File: config.mk
export PLATFORM = sky130hd
export DESIGN_NAME = mem_burst_master_flat
export DESIGN_NICKNAME = d
export VERILOG_FILES = /design/src/rtl/mem_burst_master_if.sv /design/src/rtl/mem_burst_master.sv /design/src/flat_wrapper.sv
export SDC_FILE = /design/constraint.sdc
export NUM_CORES = 1
export LEC_CHECK = 0
export ABC_AREA = 1
export CAP_MARGIN = 25
export CORE_ASPECT_RATIO = 0.6
export CORE_MARGIN = 2
export CORE_UTILIZATION = 36
export CTS_CLUSTER_SIZE = 14
export DETAILED_ROUTE_END_ITERATION = 10
export HOLD_SLACK_MARGIN = 0.02
export PLACE_DENSITY = 0.81
export SLEW_MARGIN = 0
export SYNTH_ARGS = -nofsm -noshare
export SYNTH_HDL_FRONTEND = slang
export SYNTH_SLANG_ARGS = --single-unit
export TNS_END_PERCENT = 30
File: constraint.sdc
create_clock -name clk -period 1.7 [get_ports clk]
set_clock_uncertainty 0.1 [all_clocks]
set_input_delay 0.17 -clock clk [delete_from_list [all_inputs] [get_ports clk]]
set_output_delay 0.17 -clock clk [all_outputs]
set_load 0.01 [all_outputs]
File: src/rtl/mem_burst_master_if.sv
// Command, write-data, read-data and memory-port bundle for mem_burst_master.
// The master modport is the burst engine; the slave modport is the requester/memory side.
interface mem_burst_master_if #(
    parameter int ADDR_W = 5,
    parameter int DATA_W = 32
);
    logic              cmd_valid;
    logic              cmd_ready;
    logic              cmd_write;
    logic [ADDR_W-1:0] cmd_addr;
    logic [ADDR_W-1:0] cmd_len;

    logic [DATA_W-1:0] wr_data;
    logic              wr_valid;
    logic              wr_ready;

    logic [DATA_W-1:0] rd_data;
    logic              rd_valid;
    logic              rd_ready;

    logic [ADDR_W-1:0] Direccion;
    logic [DATA_W-1:0] Dato;
    logic              WE;
    logic [DATA_W-1:0] Q4;

    modport master (
        input  cmd_valid, cmd_write, cmd_addr, cmd_len,
        input  wr_data, wr_valid, rd_ready, Q4,
        output cmd_ready, wr_ready, rd_data, rd_valid,
        output Direccion, Dato, WE
    );

    modport slave (
        output cmd_valid, cmd_write, cmd_addr, cmd_len,
        output wr_data, wr_valid, rd_ready, Q4,
        input  cmd_ready, wr_ready, rd_data, rd_valid,
        input  Direccion, Dato, WE
    );
endinterface

File: src/rtl/mem_burst_master.sv
// Burst master moving 1..2^ADDR_W beats between streams and a combinational-read memory.
// Define BURST_CHECKSUM_EN to add a running checksum output over all transferred beats.
module mem_burst_master #(
    parameter int ADDR_W = 5,
    parameter int DATA_W = 32
) (
    input  logic               clk,
    input  logic               rst,
    mem_burst_master_if.master bus,
    output logic               done,
    output logic               busy
`ifdef BURST_CHECKSUM_EN
   ,output logic [DATA_W-1:0]  checksum
`endif
);
    typedef enum logic [2:0] {IDLE, WRITE, READ, DRAIN, DONE} state_e;

    state_e            state_q, state_d;
    logic [ADDR_W-1:0] addr_q, addr_d;
    logic [ADDR_W-1:0] rem_q, rem_d;
    logic [DATA_W-1:0] rd_data_q, rd_data_d;
    logic              rd_valid_q, rd_valid_d;
    logic              we_raw;
    logic              rd_load;
    logic              beat;
    logic [DATA_W-1:0] beat_data;

    always_comb begin
        // NOTE: every combinational output gets a default first so no path infers a latch.
        state_d       = state_q;
        addr_d        = addr_q;
        rem_d         = rem_q;
        rd_data_d     = rd_data_q;
        rd_valid_d    = rd_valid_q;
        bus.cmd_ready = 1'b0;
        bus.wr_ready  = 1'b0;
        we_raw        = 1'b0;
        rd_load       = 1'b0;

        case (state_q)
            IDLE: begin
                bus.cmd_ready = 1'b1;
                if (bus.cmd_valid) begin
                    addr_d  = bus.cmd_addr;
                    rem_d   = bus.cmd_len;
                    state_d = bus.cmd_write ? WRITE : READ;
                end
            end
            WRITE: begin
                bus.wr_ready = 1'b1;
                we_raw       = bus.wr_valid;
                if (bus.wr_valid) begin
                    addr_d = addr_q + 1'b1;
                    rem_d  = rem_q - 1'b1;
                    if (rem_q == '0) state_d = DONE;
                end
            end
            READ: begin
                // Refill the output register whenever it is empty or being drained.
                rd_load = !rd_valid_q || bus.rd_ready;
                if (rd_load) begin
                    rd_data_d  = bus.Q4;
                    rd_valid_d = 1'b1;
                    addr_d     = addr_q + 1'b1;
                    rem_d      = rem_q - 1'b1;
                    if (rem_q == '0) state_d = DRAIN;
                end
            end
            DRAIN: begin
                if (rd_valid_q && bus.rd_ready) state_d = DONE;
            end
            DONE:    state_d = IDLE;
            default: state_d = IDLE;
        endcase

        if (bus.rd_ready && !rd_load) rd_valid_d = 1'b0;
    end

    always_ff @(posedge clk) begin
        // NOTE: state registers use non-blocking assignments so every flop samples pre-edge values.
        if (rst) begin
            state_q    <= IDLE;
            addr_q     <= '0;
            rem_q      <= '0;
            rd_data_q  <= '0;
            rd_valid_q <= 1'b0;
        end else begin
            state_q    <= state_d;
            addr_q     <= addr_d;
            rem_q      <= rem_d;
            rd_data_q  <= rd_data_d;
            rd_valid_q <= rd_valid_d;
        end
    end

    // Reset kills the memory write strobe immediately, even mid-burst.
    assign bus.WE        = we_raw & ~rst;
    assign bus.Direccion = addr_q;
    assign bus.Dato      = bus.wr_data;
    assign bus.rd_data   = rd_data_q;
    assign bus.rd_valid  = rd_valid_q;
    assign done          = (state_q == DONE);
    assign busy          = (state_q != IDLE);

    assign beat      = we_raw | rd_load;
    assign beat_data = (state_q == WRITE) ? bus.wr_data : bus.Q4;

`ifdef BURST_CHECKSUM_EN
    logic [DATA_W-1:0] csum_q, csum_d;

    always_comb begin
        csum_d = csum_q;
        if (state_q == IDLE && bus.cmd_valid) csum_d = '0;
        else if (beat)                        csum_d = csum_q + beat_data;
    end

    always_ff @(posedge clk) begin
        if (rst) csum_q <= '0;
        else     csum_q <= csum_d;
    end

    assign checksum = csum_q;
`else
    logic unused_beat;
    assign unused_beat = beat ^ (^beat_data);
`endif
endmodule

File: src/flat_wrapper.sv
// flat-port wrapper written by rule: the top's interface ports become plain ports
module mem_burst_master_flat 
#(
    parameter int ADDR_W = 5,
    parameter int DATA_W = 32
)
  (clk, rst, done, busy, bus_cmd_valid, bus_cmd_write, bus_cmd_addr, bus_cmd_len, bus_wr_data, bus_wr_valid, bus_rd_ready, bus_Q4, bus_cmd_ready, bus_wr_ready, bus_rd_data, bus_rd_valid, bus_Direccion, bus_Dato, bus_WE);
  mem_burst_master_if #(.ADDR_W(ADDR_W), .DATA_W(DATA_W)) bus_i ();
  input  logic clk;
  input  logic rst;
  output logic done;
  output logic busy;
  input wire logic [$bits(bus_i.cmd_valid)-1:0] bus_cmd_valid;
  input wire logic [$bits(bus_i.cmd_write)-1:0] bus_cmd_write;
  input wire logic [$bits(bus_i.cmd_addr)-1:0] bus_cmd_addr;
  input wire logic [$bits(bus_i.cmd_len)-1:0] bus_cmd_len;
  input wire logic [$bits(bus_i.wr_data)-1:0] bus_wr_data;
  input wire logic [$bits(bus_i.wr_valid)-1:0] bus_wr_valid;
  input wire logic [$bits(bus_i.rd_ready)-1:0] bus_rd_ready;
  input wire logic [$bits(bus_i.Q4)-1:0] bus_Q4;
  output wire logic [$bits(bus_i.cmd_ready)-1:0] bus_cmd_ready;
  output wire logic [$bits(bus_i.wr_ready)-1:0] bus_wr_ready;
  output wire logic [$bits(bus_i.rd_data)-1:0] bus_rd_data;
  output wire logic [$bits(bus_i.rd_valid)-1:0] bus_rd_valid;
  output wire logic [$bits(bus_i.Direccion)-1:0] bus_Direccion;
  output wire logic [$bits(bus_i.Dato)-1:0] bus_Dato;
  output wire logic [$bits(bus_i.WE)-1:0] bus_WE;
  assign bus_i.cmd_valid = bus_cmd_valid;
  assign bus_i.cmd_write = bus_cmd_write;
  assign bus_i.cmd_addr = bus_cmd_addr;
  assign bus_i.cmd_len = bus_cmd_len;
  assign bus_i.wr_data = bus_wr_data;
  assign bus_i.wr_valid = bus_wr_valid;
  assign bus_i.rd_ready = bus_rd_ready;
  assign bus_i.Q4 = bus_Q4;
  assign bus_cmd_ready = bus_i.cmd_ready;
  assign bus_wr_ready = bus_i.wr_ready;
  assign bus_rd_data = bus_i.rd_data;
  assign bus_rd_valid = bus_i.rd_valid;
  assign bus_Direccion = bus_i.Direccion;
  assign bus_Dato = bus_i.Dato;
  assign bus_WE = bus_i.WE;
  mem_burst_master #(.ADDR_W(ADDR_W), .DATA_W(DATA_W)) u_core (.clk(clk), .rst(rst), .bus(bus_i), .done(done), .busy(busy));
endmodule
; ---- Yosys cells after proc, flatten, opt, wreduce, memory -nomap -nowiden
; Cells that the tools add are included.
; W data, S select, Z words.
[word_totals]
latch_bits = 0
elab_cells = 52
n_memories = 0
mem_bits_ro = 0
ramBits = 0
reg_bits = 46
inputBits = 80
output_inout_bits = 75
[op_classes]
shifts = 0
mul = 0
muxes = 20
div_mod_pow = 0
n_reduce_logical = 13
eq_ne = 10
order_cmp = 0
bitwise_logic = 2
addsub = 2
[ops]
columns = cell, count
row1 = $mux W5, 6
row2 = $pmux W5 S3, 2
row3 = $mux W3, 6
row4 = $pmux W3 S4, 1
row5 = $ne A2 B1 Y1 const B, 4
row6 = $eq A3 B2 Y1 const B, 2
row7 = $reduce_and A6 Y1, 1
row8 = $reduce_bool A3 Y1, 2
row9 = $add A5 B1 Y5 const B, 1
row10 = $logic_not A5 Y1, 1
row11 = $sub A5 B1 Y5 const B, 1
row12 = $mux W1, 4
row13 = $ne A2 B2 Y1 const B, 2
row14 = $reduce_and A4 Y1, 1
row15 = $eq A3 B1 Y1 const B, 1
row16 = $eq A3 B3 Y1 const B, 1
row17 = $logic_not A3 Y1, 1
row18 = $logic_and A1 B1 Y1, 2
row19 = $logic_not A1 Y1, 2
row20 = $mux W2, 1
row21 = $reduce_and A2 Y1, 1
row22 = $reduce_or A2 Y1, 1
row23 = $and A1 B1 Y1, 1
row24 = $logic_or A1 B1 Y1, 1
row25 = $not A1 Y1, 1

; ---- Logic depth before layout (Yosys ltp)
; Gate-level depths: netlist of the first run.
[depth]
ltp_word = 6
depth_mapped = 10
depth_no_buf = 9

; ---- Worst setup path before layout of the first run
; OpenSTA, ideal clock, no wires.
[synth_timing]
path_type = register to register
from = register u_core.state_q[0]
to = register u_core.rem_q[0]
path_stages_with_launch = 10
n_path_buf = 2
t_arrival_ns = 1.148
slack_ns = 0.336
period_less_slack_ns = 1.364
required_ns = 1.484
setup_time_ns = 0.116
cell_sequence = dfxtp_1 buf_6 nand2_1 nor2_2 nand2_2 nand2_1 nor2_2 buf_4 o21ai_0 nor2_1
[synth_between]
elab_chain_cells = 3
word_cells_on_any_way = 9
cone_classes = 5 x eq/ne / 1 x mux / 3 x reduce/logical
[synth_rtl]
columns = item, line_no
row1 = "start, declared", mem_burst_master.sv:18  ; state_e state_q, state_d;
row2 = "start signal, assigned", mem_burst_master.sv:88  ; state_q <= state_d;
row3 = $eq A3 B2 Y1 (tied with other cells), mem_burst_master.sv:40  ; case (state_q)
row4 = $ne A2 B1 Y1 (no line) (tied with other cells), --
row5 = $reduce_and A4 Y1 (no line), --
row6 = "end signal, assigned", mem_burst_master.sv:90  ; rem_q <= rem_d;
row7 = "end, declared", mem_burst_master.sv:20  ; logic [ADDR_W-1:0] rem_q, rem_d;
; Parallel ways exist; a longest one is shown, timed or not.
; A chain may end at the register's enable or synchronous reset.

; ---- Worst setup path after layout of the first run
[layout_timing]
from = register u_core.state_q[1]
to = output port bus_WE
[layout_between]
elab_chain_cells = 3
[layout_rtl]
columns = item, line_no
row1 = $eq A3 B1 Y1, --
row2 = $mux W1, mem_burst_master.sv:40
row3 = $and A1 B1 Y1, mem_burst_master.sv:97  ; assign bus.WE = we_raw & ~rst;
row4 = "end, declared", flat_wrapper.sv:27  ; output wire logic [$bits(bus_i.WE)-1:0] bus_WE;
; Every way passes these cells.

==> results of run 1 <==
placed cells by master, fill, tap and decap left out, types with 3 or more instances in the layout:
cell and count:
nor2_1 31, dfxtp_1 43, nand3_1 11, nand2_1 34
a21oi_1 36, buf_4 8, nor2_2 3, inv_2 4
o21ai_1 7, o21ai_0 40, clkdlybuf4s50_1 85, dlygate4sd2_1 3
clkbuf_8 6, inv_1 44
kinds of logic (layout without fill, tap and decap cells):
family / count (synthesis) / in the layout / share of synthesized area, %
adder cells (fa/ha/maj): 2 / 2 / 1.084
buffers and inverters: 95 / 156 / 22.00
flip-flops: 46 / 46 / 39.89
XOR/XNOR: 2 / 2 / 0.7589
AND/OR/NAND/NOR: 91 / 91 / 17.62
AO/OA/AOI/OAI: 85 / 85 / 18.64
flip-flops by register name, indices dropped and copies added, names as in the netlist:
name,cells
u_core.bus.Direccion,5
u_core.rem_q,5
u_core.state_q,3
u_core.bus.rd_valid,1
u_core.bus.rd_data,32
layout make-up:
cell class                      instances  area, µm²  share of cell area [%]
Timing Repair Buffer                  100       1002                   31.35
Sequential cell                        46      927.1                   29.00
Multi-Input combinational cell        180      887.1                   27.75
Inverter                               48      180.2                   5.636
Tap cell                               84      105.1                   3.288
Clock buffer                            6      82.58                   2.583
Clock inverter                          2      12.51                  0.3914
how the worst max path moves through the flow:
| stage | startpoint | to | depth (start not counted) |
|---|---|---|---|
| floorplan | u_core.state_q[0]$_SDFFE_PP0P_ | u_core.rem_q[0]$_SDFFE_PP0P_ | 9 |
| global placement | bus_wr_valid | bus_WE | 4 |
| detailed placement | bus_wr_valid | bus_WE | 4 |
| CTS | u_core.state_q[0]$_SDFFE_PP0P_ | busy | 5 |
| global route | u_core.state_q[0]$_SDFFE_PP0P_ | u_core.bus.Direccion[3]$_SDFFE_PP0P_ | 8 |
| finish | u_core.state_q[1]$_SDFFE_PP0P_ | bus_WE | 4 |
per-stage QoR:
stage	instance area [µm²]	utilization (%)
2_1_floorplan	2308	-
3_3_place_gp	3079	49.94
3_5_place_dp	3079	49.94
4_1_cts	3173	51.46
5_1_grt	3197	51.85
6_report	3197	51.85
per-layer routing:
layer  share of wire, %  GRT usage, %
met2                 44         25.71
met3                7.6         5.419
met5                  0             0
met4               0.65         4.808
met1                 48         19.48
power breakdown:
part | switching, mW | internal [mW] | total, mW
logic | 1.33 | 1.26 | 2.59
registers | 0.287 | 1.47 | 1.76
clock network | 0.377 | 0.327 | 0.704
worst max-delay path, stage by stage, from the launching register on:
cell	delay (ns)
dfxtp_2	0.39
inv_2	0.08
nand3_2	0.12
nor3_1	0.15
dlygate4sd2_1	0.29
timing repair:
item | CTS | global route
buffers inserted | 0 | 1
pin swaps | 0 | 1
setup endpoints to repair | 5 | 10
resized for setup | 5 | 6
==> results.py, run 1 <==
metrics = {
    "clocking": {
        "clkSinkCount": 46,
        "cts.reportedPaths.clkPinSlew_ns": 0.09,
        "clockBufferDepth": 2,
        "clock_latency_ns": 0.30,
        "tritoncts": "yes",
        "cts_max_level": 2,
        "holdBufCountCts": 0,
        "cts_root_buffer": "clkbuf_8",
        "cts_buffers": 5,
    },
    "setup_path": {
        "critPathKind": "flip-flop to primary output",
        "r2r_slack_ns": 0.16,
        "arrival_ns": 1.33,
        "cp.required_ns": 1.43,
        "worstSetupStartpointType": "flip-flop",
        "regToRegEndpoint": "u_core.rem_q[3]$_SDFFE_PP0P_",
        "rr_startpoint": "u_core.state_q[0]$_SDFFE_PP0P_",
        "setup.worst_path.end_class": "primary output",
        "path_max_fanout": 9,
        "worstRegToRegCells": 8,
    },
    "timing": {
        "rsz0062_at_grt": "false",
        "worst_slack_ns": 0.09648,
        "hold_viol": 0,
        "min_period_ns": 1.604,
        "max_slew.worst_pin.slew_ns": 0.2208,
        "tns_ns": 0,
        "fmax_mhz": 623.6,
        "maxSlewHeadroom_pct": 85.28,
        "finalCritPeriodShare_pct": 94.32,
        "whs_ns": 0.2400,
        "finalMaxSlewViolations": 0,
        "finalSetupViolCount": 0,
    },
    "yosys": {
        "synth_warnings": 0,
        "yosysTopAreaCellShare_pct": 39.89,
        "synth_top_cell_by_area": "dfxtp_1",
        "postSynthAreaPerCell_um2": 7.191,
        "synthArstFlopShare_pct": 0,
        "syn_area_mm2": 0.002308,
        "synth_cells": 321,
        "yosys-top-cells-area": "dfxtp_1 40%, buf_4 11%, o21ai_0 8.7%",
        "synth_edf_count": 0,
        "yosys_register_bits": 46,
        "synth_nets": 403,
        "synth-main-ff-cell": "dfxtp_1",
        "yosysMostFrequentCell": "dfxtp_1",
        "synthDistinctLibCells": 26,
        "synthTopCellsByCount": "46 x dfxtp_1, 44 x inv_1, 40 x o21ai_0",
        "ys_seq_area_share_pct": 39.89,
    },
    "layout": {
        "syn2layout_area_growth_pct": 38.48,
        "antenna_cells": 0,
        "fillCellCount": 603,
        "drive_above_1_share_pct": 9.424,
        "nets": 463,
        "fin_cells": 466,
    },
    "power": {
        "fin_total_pwr_mw": 5.048,
        "power.density_mw_per_mm2": 1579,
        "ir_drop_mv": 0.6185,
        "p_leak_nw": 1.321,
    },
    "placement": {
        "dp_slack_ns": -0.01890,
        "gp_congestion": 0.8066,
        "numPortBuffers": 90,
        "post-place-cells": 457,
        "dp.final_hpwl_um": 4106,
    },
    "drt": {
        "drt_iter0_drc": 68,
        "firstDrtPassIters": 4,
        "wl_per_cell_um": 11.86,
        "antenna_left": 0,
        "viasPerCell": 4.629,
        "drc": 0,
        "dr_total_vias": 2157,
        "wl_um": 5526,
    },
    "grt": {
        "gr-usage-all-layers_pct": 15.65,
        "grt_pass1_vias": 1957,
        "grt_max_degree": 53,
        "antenna_found_initial": 0,
        "grt_pass1_wl_um": 8818,
        "grt_remaining_overflow": 0,
    },
    "min_path": {
        "holdPathEnd": "bus_Dato[30]",
        "hold_path_class": "input pin to primary output",
        "worstHoldStart": "bus_wr_data[30]",
        "hold_depth": 0,
    },
    "die": {
        "start_util_pct": 37.44,
        "die_area_mm2": 0.007090,
        "die_width_um": 107.4,
        "row_count": 22,
        "ios": 155,
        "fp.coreArea_mm2": 0.006166,
        "die_h_um": 66.03,
    },
    "job": {
        "max-cap-violations": 0,
    },
    "run_status": {
        "outcome": "finished, final reports clean",
    },
}
Power figures use the tool's default switching activity.
==> inputs of run 2 (changes only) <==
- CORE_UTILIZATION: 36 -> 39
- PLACE_DENSITY: 0.81 -> 0.87
- clock period: 1.7 -> 2 ns (I/O delays scaled with it)
==> results.py, run 2 (same netlist as run 1, synthesis figures left out) <==
metrics = {
    "run_status": {
        "outcome": "finished, final reports clean",
    },
    "die": {
        "die_h_um": 63.60,
        "start_util_pct": 40.86,
        "die_width_um": 103.3,
        "row_count": 21,
        "ios": 155,
        "fp.coreArea_mm2": 0.005649,
        "die_area_mm2": 0.006571,
    },
    "grt": {
        "grt_pass1_vias": 1983,
        "grt_remaining_overflow": 0,
        "grt_pass1_wl_um": 8914,
        "grt_max_degree": 45,
        "antenna_found_initial": 0,
        "gr-usage-all-layers_pct": 17.06,
    },
    "job": {
        "max-cap-violations": 0,
    },
    "setup_path": {
        "cp_top_family": "buffers and inverters",
        "setup.worst_path.end_class": "primary output",
        "worstRegToRegCells": 8,
        "arrival_ns": 1.61,
        "critPathKind": "flip-flop to primary output",
        "regToRegEndpoint": "u_core.rem_q[3]$_SDFFE_PP0P_",
        "path_cells": "nor2_4 > inv_1 > nor2_1 > clkdlybuf4s50_1",
        "rr_startpoint": "u_core.state_q[2]$_SDFFE_PP0P_",
        "slowest_delay_ns": 0.56,
        "crit_buf_inv": 2,
        "worstSetupStartpointType": "flip-flop",
        "path_max_fanout": 6,
        "r2r_slack_ns": 0.41,
        "cp.required_ns": 1.70,
        "cpMaxStageDelayCell": "clkdlybuf4s50_1",
    },
    "timing": {
        "finalSetupViolCount": 0,
        "finalCritPeriodShare_pct": 95.72,
        "finalMaxSlewViolations": 0,
        "whs_ns": 0.3000,
        "min_period_ns": 1.914,
        "rsz0062_at_grt": "true",
        "maxSlewHeadroom_pct": 82.82,
        "fmax_mhz": 522.3,
        "max_slew.worst_pin.slew_ns": 0.2574,
        "hold_viol": 0,
    },
    "clocking": {
        "clkSinkCount": 46,
        "clockBufferDepth": 2,
        "cts_buffers": 5,
        "cts.reportedPaths.clkPinSlew_ns": 0.09,
        "clock_latency_ns": 0.29,
        "cts_root_buffer": "clkbuf_8",
        "cts_max_level": 2,
        "tritoncts": "yes",
        "holdBufCountCts": 0,
    },
    "min_path": {
        "hold_path_class": "input pin to primary output",
        "holdPathEnd": "bus_Dato[10]",
        "hold_depth": 0,
        "worstHoldStart": "bus_wr_data[10]",
    },
    "power": {
        "p_sw_mw": 1.657,
        "seqPwrFrac_pct": 34.6,
        "intPower_mw": 2.664,
        "p_comb_share_pct": 49.7,
        "ir_drop_mv": 0.6368,
        "clkPwrFrac_pct": 15.7,
        "p_leak_nw": 1.275,
        "switching_share_pct": 38.34,
        "power.density_mw_per_mm2": 1372,
    },
    "layout": {
        "antenna_cells": 0,
        "seqCellArea_um2": 925.9,
        "fillCellCount": 519,
        "drive_above_1_share_pct": 7.427,
        "final_util_pct": 55.75,
        "layout_commonest_cell": "clkdlybuf4s50_1",
        "nets": 458,
        "multi_input_area_um2": 879.6,
        "syn2layout_area_growth_pct": 36.42,
        "final_cell_mix": "89 x clkdlybuf4s50_1, 44 x inv_1, 44 x dfxtp_1",
        "largest_register_ffs": 32,
    },
    "drt": {
        "drt_iter0_drc": 64,
        "wl_per_cell_um": 11.82,
        "firstDrtPassIters": 4,
        "antenna_left": 0,
        "wl_um": 5401,
        "dr_total_vias": 2111,
        "drc": 0,
        "viasPerCell": 4.619,
    },
    "placement": {
        "gp_congestion": 0.8614,
        "dp.final_hpwl_um": 4119,
        "numPortBuffers": 90,
    },
}
## run 2: how the worst max path moves through the flow
| stage | from | slack, ns | end | cells past startpoint |
|---|---|---|---|---|
| after floorplan | u_core.state_q[0]$_SDFFE_PP0P_ | 0.64 | u_core.rem_q[0]$_SDFFE_PP0P_ | 9 |
| after global placement | bus_wr_valid | 0.11 | bus_WE | 4 |
| after detailed placement | bus_wr_valid | 0.15 | bus_WE | 4 |
| after CTS | u_core.state_q[1]$_SDFFE_PP0P_ | 0.04 | bus_WE | 4 |
| after global routing | u_core.state_q[0]$_SDFFE_PP0P_ | -0.01 | bus_cmd_ready | 4 |
| final | u_core.state_q[2]$_SDFFE_PP0P_ | 0.09 | bus_cmd_ready | 4 |
## run 2: repair_timing
item | in CTS | in global routing
resized for setup | 2 | 2
setup buffers | 0 | 0
pin swaps | 0 | 0
endpoints found under the setup margin | 1 | 2
## run 2: area by class of cell
type / count / share of cell area (%)
Sequential cell: 46 / 29.40
Inverter: 48 / 5.721
Timing Repair Buffer: 95 / 30.27
Tap cell: 80 / 3.178
Clock inverter: 2 / 1.192
Clock buffer: 6 / 2.304
Multi-Input combinational cell: 180 / 27.93
## run 2: through the flow
| stage | std cells | worst slack (ns) | TNS, ns | power, mW | area, µm² |
|---|---|---|---|---|---|
| 2_1_floorplan | 321 | 0.6362 | 0 | 2.829 | 2308 |
| 3_3_place_gp | 449 | 0.1148 | 0 | 3.569 | 3032 |
| 3_5_place_dp | 449 | 0.1498 | 0 | 3.659 | 3032 |
| 4_1_cts | 457 | 0.04041 | 0 | 4.360 | 3144 |
| 5_1_grt | 457 | -0.009701 | -0.009701 | 4.700 | 3149 |
| 6_report | 457 | 0.08556 | 0 | 4.321 | 3149 |
## run 2: layer usage
layer / routed length, µm / share of wire (%) / track usage (%)
met5: 0 / 0 / 0
met4: 21 / 0.39 / 2.961
met3: 434 / 8.0 / 6.992
met2: 2344 / 43 / 27.35
met1: 2600 / 48 / 21.79
## run 2: power by group through the flow
stage	Sequential, mW	Clock, mW	Combinational, mW
4_1_cts	1.49	0.706	2.16
6_report	1.49	0.679	2.15
3_5_place_dp	1.51	0	2.15
2_1_floorplan	1.57	0	1.26
3_3_place_gp	1.49	0	2.08
5_1_grt	1.54	0.749	2.41
